===== src/rtl/verificacion_pin_if.sv =====
// Card-reader/keypad side signals of the PIN authorization stage, plus its status outputs.
// The master drives card and keypad inputs; the slave is the authorization block.
interface verificacion_pin_if #(
    parameter int unsigned N_DIGITOS = 4
) ();
    logic                     tarjeta_recibida;
    logic [4*N_DIGITOS-1:0]   pin_correcto;
    logic [3:0]               digito;
    logic                     digito_stb;
    logic                     pin_ok;
    logic                     pin_incorrecto;
    logic                     advertencia;
    logic                     bloqueo;
    logic [1:0]               intentos;

    modport master (
        output tarjeta_recibida,
        output pin_correcto,
        output digito,
        output digito_stb,
        input  pin_ok,
        input  pin_incorrecto,
        input  advertencia,
        input  bloqueo,
        input  intentos
    );

    modport slave (
        input  tarjeta_recibida,
        input  pin_correcto,
        input  digito,
        input  digito_stb,
        output pin_ok,
        output pin_incorrecto,
        output advertencia,
        output bloqueo,
        output intentos
    );
endinterface


===== src/rtl/verificacion_pin.sv =====
// PIN authorization: captures the card PIN, assembles keypad BCD digits, compares them,
// and tracks failed attempts up to a sticky lock. pin_ok qualifies the transaction stage.
module verificacion_pin #(
    parameter int unsigned N_DIGITOS    = 4,
    parameter int unsigned MAX_INTENTOS = 3
) (
    input  logic               clk,
    input  logic               reset,
    verificacion_pin_if.slave  bus
);

    localparam int unsigned PinW = 4 * N_DIGITOS;
    localparam int unsigned CntW = $clog2(N_DIGITOS + 1);

    typedef enum logic [2:0] {
        StEspera,
        StRecibirPin,
        StVerificar,
        StAutorizado,
        StBloqueado
    } estado_e;

    estado_e             state_q, state_d;
    logic [PinW-1:0]     pin_cap_q, pin_cap_d;
    logic [PinW-1:0]     pin_ent_q, pin_ent_d;
    logic [CntW-1:0]     cuenta_q, cuenta_d;
    logic [1:0]          intentos_q, intentos_d;
    logic                pin_incorrecto_q, pin_incorrecto_d;
    logic                digito_valido;

    // Non-BCD keys are dropped without touching the digit count.
    assign digito_valido = bus.digito_stb && (bus.digito <= 4'd9);

    always_comb begin
        state_d          = state_q;
        pin_cap_d        = pin_cap_q;
        pin_ent_d        = pin_ent_q;
        cuenta_d         = cuenta_q;
        intentos_d       = intentos_q;
        pin_incorrecto_d = 1'b0;

        unique case (state_q)
            StEspera: begin
                if (bus.tarjeta_recibida) begin
                    pin_cap_d = bus.pin_correcto;
                    pin_ent_d = '0;
                    cuenta_d  = '0;
                    state_d   = StRecibirPin;
                end
            end

            StRecibirPin: begin
                // Removal wins over a simultaneous final strobe.
                if (!bus.tarjeta_recibida) begin
                    pin_ent_d = '0;
                    cuenta_d  = '0;
                    state_d   = StEspera;
                end else if (digito_valido) begin
                    pin_ent_d = {pin_ent_q[PinW-5:0], bus.digito};
                    cuenta_d  = cuenta_q + CntW'(1);
                    if (cuenta_q == CntW'(N_DIGITOS - 1)) begin
                        state_d = StVerificar;
                    end
                end
            end

            StVerificar: begin
                if (!bus.tarjeta_recibida) begin
                    pin_ent_d = '0;
                    cuenta_d  = '0;
                    state_d   = StEspera;
                end else if (pin_ent_q == pin_cap_q) begin
                    intentos_d = 2'd0;
                    state_d    = StAutorizado;
                end else begin
                    intentos_d       = intentos_q + 2'd1;
                    pin_incorrecto_d = 1'b1;
                    if (intentos_d == 2'(MAX_INTENTOS)) begin
                        state_d = StBloqueado;
                    end else begin
                        pin_ent_d = '0;
                        cuenta_d  = '0;
                        state_d   = StRecibirPin;
                    end
                end
            end

            StAutorizado: begin
                if (!bus.tarjeta_recibida) begin
                    state_d = StEspera;
                end
            end

            // Only reset leaves the lock.
            StBloqueado: begin
                state_d = StBloqueado;
            end

            default: begin
                state_d = StEspera;
            end
        endcase
    end

    always_ff @(posedge clk or negedge reset) begin
        if (!reset) begin
            state_q          <= StEspera;
            pin_cap_q        <= '0;
            pin_ent_q        <= '0;
            cuenta_q         <= '0;
            intentos_q       <= 2'd0;
            pin_incorrecto_q <= 1'b0;
        end else begin
            state_q          <= state_d;
            pin_cap_q        <= pin_cap_d;
            pin_ent_q        <= pin_ent_d;
            cuenta_q         <= cuenta_d;
            intentos_q       <= intentos_d;
            pin_incorrecto_q <= pin_incorrecto_d;
        end
    end

    assign bus.pin_ok         = (state_q == StAutorizado);
    assign bus.bloqueo        = (state_q == StBloqueado);
    assign bus.pin_incorrecto = pin_incorrecto_q;
    assign bus.intentos       = intentos_q;
    assign bus.advertencia    = (intentos_q == 2'(MAX_INTENTOS - 1));

endmodule


===== src/flat_wrapper.sv =====
// flat-port wrapper written by rule: the top's interface ports become plain ports
module verificacion_pin_flat 
#(
    parameter int unsigned N_DIGITOS    = 4,
    parameter int unsigned MAX_INTENTOS = 3
)
  (clk, reset, bus_tarjeta_recibida, bus_pin_correcto, bus_digito, bus_digito_stb, bus_pin_ok, bus_pin_incorrecto, bus_advertencia, bus_bloqueo, bus_intentos);
  verificacion_pin_if #(.N_DIGITOS(N_DIGITOS)) bus_i ();
  input  logic clk;
  input  logic reset;
  input wire logic [$bits(bus_i.tarjeta_recibida)-1:0] bus_tarjeta_recibida;
  input wire logic [$bits(bus_i.pin_correcto)-1:0] bus_pin_correcto;
  input wire logic [$bits(bus_i.digito)-1:0] bus_digito;
  input wire logic [$bits(bus_i.digito_stb)-1:0] bus_digito_stb;
  output wire logic [$bits(bus_i.pin_ok)-1:0] bus_pin_ok;
  output wire logic [$bits(bus_i.pin_incorrecto)-1:0] bus_pin_incorrecto;
  output wire logic [$bits(bus_i.advertencia)-1:0] bus_advertencia;
  output wire logic [$bits(bus_i.bloqueo)-1:0] bus_bloqueo;
  output wire logic [$bits(bus_i.intentos)-1:0] bus_intentos;
  assign bus_i.tarjeta_recibida = bus_tarjeta_recibida;
  assign bus_i.pin_correcto = bus_pin_correcto;
  assign bus_i.digito = bus_digito;
  assign bus_i.digito_stb = bus_digito_stb;
  assign bus_pin_ok = bus_i.pin_ok;
  assign bus_pin_incorrecto = bus_i.pin_incorrecto;
  assign bus_advertencia = bus_i.advertencia;
  assign bus_bloqueo = bus_i.bloqueo;
  assign bus_intentos = bus_i.intentos;
  verificacion_pin #(.N_DIGITOS(N_DIGITOS), .MAX_INTENTOS(MAX_INTENTOS)) u_core (.clk(clk), .reset(reset), .bus(bus_i));
endmodule

===== config.mk =====
export PLATFORM = sky130hd
export DESIGN_NAME = verificacion_pin_flat
export DESIGN_NICKNAME = d
export VERILOG_FILES = /design/src/rtl/verificacion_pin_if.sv /design/src/rtl/verificacion_pin.sv /design/src/flat_wrapper.sv
export SDC_FILE = /design/constraint.sdc
export NUM_CORES = 1
export LEC_CHECK = 0
export ABC_CLOCK_PERIOD_IN_PS = 1800
export CELL_PAD_IN_SITES_DETAIL_PLACEMENT = 0
export CELL_PAD_IN_SITES_GLOBAL_PLACEMENT = 1
export CORE_AREA = 2 2 56 98
export DETAILED_ROUTE_END_ITERATION = 16
export DIE_AREA = 0 0 58 100
export GPL_TIMING_DRIVEN = 0
export PLACE_DENSITY_LB_ADDON = 0.1
export SYNTH_ARGS = -nofsm -noshare
export SYNTH_HDL_FRONTEND = slang
export SYNTH_SLANG_ARGS = --single-unit

===== constraint.sdc =====
create_clock -name clk -period 1.8 [get_ports clk]
set_clock_uncertainty 0.05 [all_clocks]
set_input_delay 0.18 -clock clk [delete_from_list [all_inputs] [get_ports clk]]
set_output_delay 0.18 -clock clk [all_outputs]
set_load 0.01 [all_outputs]

==> out/metrics.cfg <==
[timing]
slew_headroom_pct = 40.9
setup_viol = 18
whs_ns = 0.442
fin_crit_sh_pct = 104
grt_setup_unrepaired = true
hold_violations = 0
layout_min_cycle_time_ns = 1.86
maxSlewViolCount = 0
max_freq_ghz = 0.536
worst_pin_slew_ns = 0.887
finalSetupTns_ns = -0.912
setup_slack_ns = -0.0647

[clock_network]
numClockSinks = 41
cts-root-buf = clkbuf_8
cts_tree = done
clkTransAtPathRegs_ns = 0.08
numCtsBuffers = 5
h-tree-depth = 2
clk_latency_ns = 0.30
cts.path.max_buffers = 2

[logic_synthesis]
ys_warn_count = 0
synth_area_leaders = dfrtp_1 54%, mux2_2 11%, a22o_1 7.9%
yosys-top-cells-count = 41 x dfrtp_1, 18 x mux2_2, 17 x a22o_1
synthesis.nets = 166
yosysTopAreaCell = dfrtp_1
yosysSeqAreaShare_pct = 54.2
synth_top_area_share_pct = 54.2
yosys_most_used_dff = dfrtp_1
syn-instance-count = 138
synth_edf_count = 0
async_reset_ff_share_pct = 100
synth.distinct_cells = 32
synth.most_common_cell = dfrtp_1
syn-cell-area_sq_um = 1890
avgSynthCellArea_sq_um = 13.7
ys_ff_latch = 41

[worst_hold_path]
worstHoldStart = bus_pin_correcto[14]
hp-class = primary input to flop
hold_end = u_core.pin_cap_q[14]$_DFFE_PN0P_
min_delay_path_depth = 2

[worst_setup_path]
path_class = flop to flop
cp.required_ns = 1.98
arrival_ns = 2.05
path_buf_inv = 1
reg2reg_slack_ns = -0.06
r2r_start = u_core.pin_ent_q[1]$_DFFE_PN0P_
slowest_stage = dfrtp_1
critPathMaxFanout = 10
crit_family = simple AND/OR/NAND/NOR gates
critPathLaunchType = flop
endpoint_kind = flop
critPathMaxStageDelay_ns = 0.43
reg2regPathDepth = 6
r2r-end = u_core.pin_ent_q[12]$_DFFE_PN0P_
crit_chain = xor2_1 > nor4_2 > nand4_1 > o21ai_4 > buf_6 > a22o_1

[finish]
n_antenna_cell = 0
drive_above_1_share_pct = 27.6
syn_to_final_growth_pct = 28.7
stdcell_count = 236
num-nets-final = 208

[detailed_routing]
drc = 0
via_per_inst = 5.25
first_pass_iters = 4
drt_wl_total_microns = 3890
ant_nets = 0
vias = 1239
wl_per_cell_microns = 16.5
drtIter0Drc = 38

[place]
detailed_place_hpwl_microns = 2810
placedCellCount = 222
place_congestion = 0.817
port_buffers = 29

[global_routing]
grt_use_met1_pct = 17.1
grtUsageTotal_pct = 14.9
grtUsageMet3_pct = 2.96
antenna_found_initial = 0
grt_pass1_wl_microns = 6440
globalRouteMet2Util_pct = 25.6
grt.busiest_layer = met2
grt_pass1_vias = 1378
grt_overflow = 0
grt_start_max_net_pins = 42

[pwr]
pwr_density_cell_nw_per_um2 = 866
p_leak_nw = 1.12
power_mw = 2.11
vdd_ir_drop_max_uv = 541

[die]
initial_core_util_pct = 37.3
die_h_microns = 100
ioPinCount = 30
die-width_microns = 58
dieArea_sq_um = 5800
fp.coreArea_sq_um = 5080
rows = 35

[flow_run]
drv_cap = 0

[run_status]
status = finished with violations
violations = negative setup slack

## worst register-to-register path: stages, from the launching register on
cell and delay, ns:
dfrtp_1 0.43, xor2_1 0.18, nor4_2 0.34, nand4_1 0.24, o21ai_4 0.25, buf_6 0.18, a22o_1 0.13
## sequential cells by signal, indices dropped and copies added, names as in the netlist
register,flops
u_core.state_q,3
u_core.bus.intentos,2
u_core.pin_cap_q,16
u_core.bus.pin_incorrecto,1
u_core.cuenta_q,3
u_core.pin_ent_q,16
## metrics by stage
| stage | cell area (sq um) | worst slack, ns | utilization [%] |
|---|---|---|---|
| after detailed placement | 2250 | -0.557 | 44.3 |
| after global routing | 2440 | -0.161 | 48.0 |
| after CTS | 2430 | -0.0784 | 47.9 |
| after floorplan | 1890 | 0.105 | - |
| after global placement | 2250 | -0.510 | 44.4 |
| final | 2440 | -0.0647 | 48.0 |
## kinds of logic after synthesis
logic type / Yosys count / synth area share (%)
flops: 41 / 54.2
mux: 18 / 10.7
xor+xnor: 16 / 7.40
buf+inv: 10 / 3.70
fa+ha+maj: 4 / 2.64
simple gates: 20 / 8.72
compound gates: 29 / 12.7
## worst max path at each step
| stage | from | to | slack [ns] | cells past startpoint |
|---|---|---|---|---|
| floorplan | u_core.bus.intentos[0]$_DFFE_PN0N_ | u_core.cuenta_q[1]$_DFFE_PN0P_ | 0.10 | 8 |
| global placement | reset | u_core.cuenta_q[2]$_DFFE_PN0P_ | -0.51 | 1 |
| detailed placement | bus_tarjeta_recibida | u_core.pin_cap_q[1]$_DFFE_PN0P_ | -0.56 | 5 |
| CTS | u_core.pin_cap_q[11]$_DFFE_PN0P_ | u_core.pin_ent_q[12]$_DFFE_PN0P_ | -0.08 | 6 |
| global route | u_core.pin_ent_q[1]$_DFFE_PN0P_ | u_core.pin_ent_q[13]$_DFFE_PN0P_ | -0.16 | 6 |
| finish | u_core.pin_ent_q[1]$_DFFE_PN0P_ | u_core.pin_ent_q[12]$_DFFE_PN0P_ | -0.06 | 6 |
## where the power goes
| part | total [mW] | internal (mW) | switching (mW) |
|---|---|---|---|
| clock | 0.775 | 0.452 | 0.322 |
| combinational | 0.298 | 0.169 | 0.129 |
| sequential | 1.04 | 0.990 | 0.0486 |
| total | 2.11 | 1.61 | 0.500 |
## area by class of cell
cell class	count	area, sq um
clock inverters	1	30.0
multi-input cells	87	821
flip-flops and latches	41	1030
fillers	472	2640
clock buffers	7	86.3
plain buffers	6	57.6
inverters	4	15.0
repair buffers	35	334
well taps	55	68.8
## what timing repair did
action                     in CTS  in global routing
setup buffers                   5                  0
resized for setup               5                  2
setup endpoints to repair      30                 21
pin swaps                       6                  3
hold endpoints to repair        2                  0
hold buffers                    1                  0
## layer usage
| layer | up-vias | wire, microns |
|---|---|---|
| li1 | 593 | - |
| met1 | 603 | 1520 |
| met2 | 34 | 2080 |
| met3 | 9 | 167 |
| met4 | 0 | 119 |
| met5 | - | 0 |
## cells in the final DEF (no fill, tap or decap), types with 2 or more instances in the layout
cell type	count
buf_6	4
ha_1	3
a22o_1	17
nand2_1	5
xor2_1	16
buf_4	6
a21oi_1	2
nor4_2	3
a31oi_1	2
clkbuf_8	6
mux2_2	18
nor2_1	2
dfrtp_1	41
inv_1	3
clkdlybuf4s50_1	26
buf_2	2
No activity file was read; power rests on OpenSTA's default activity.
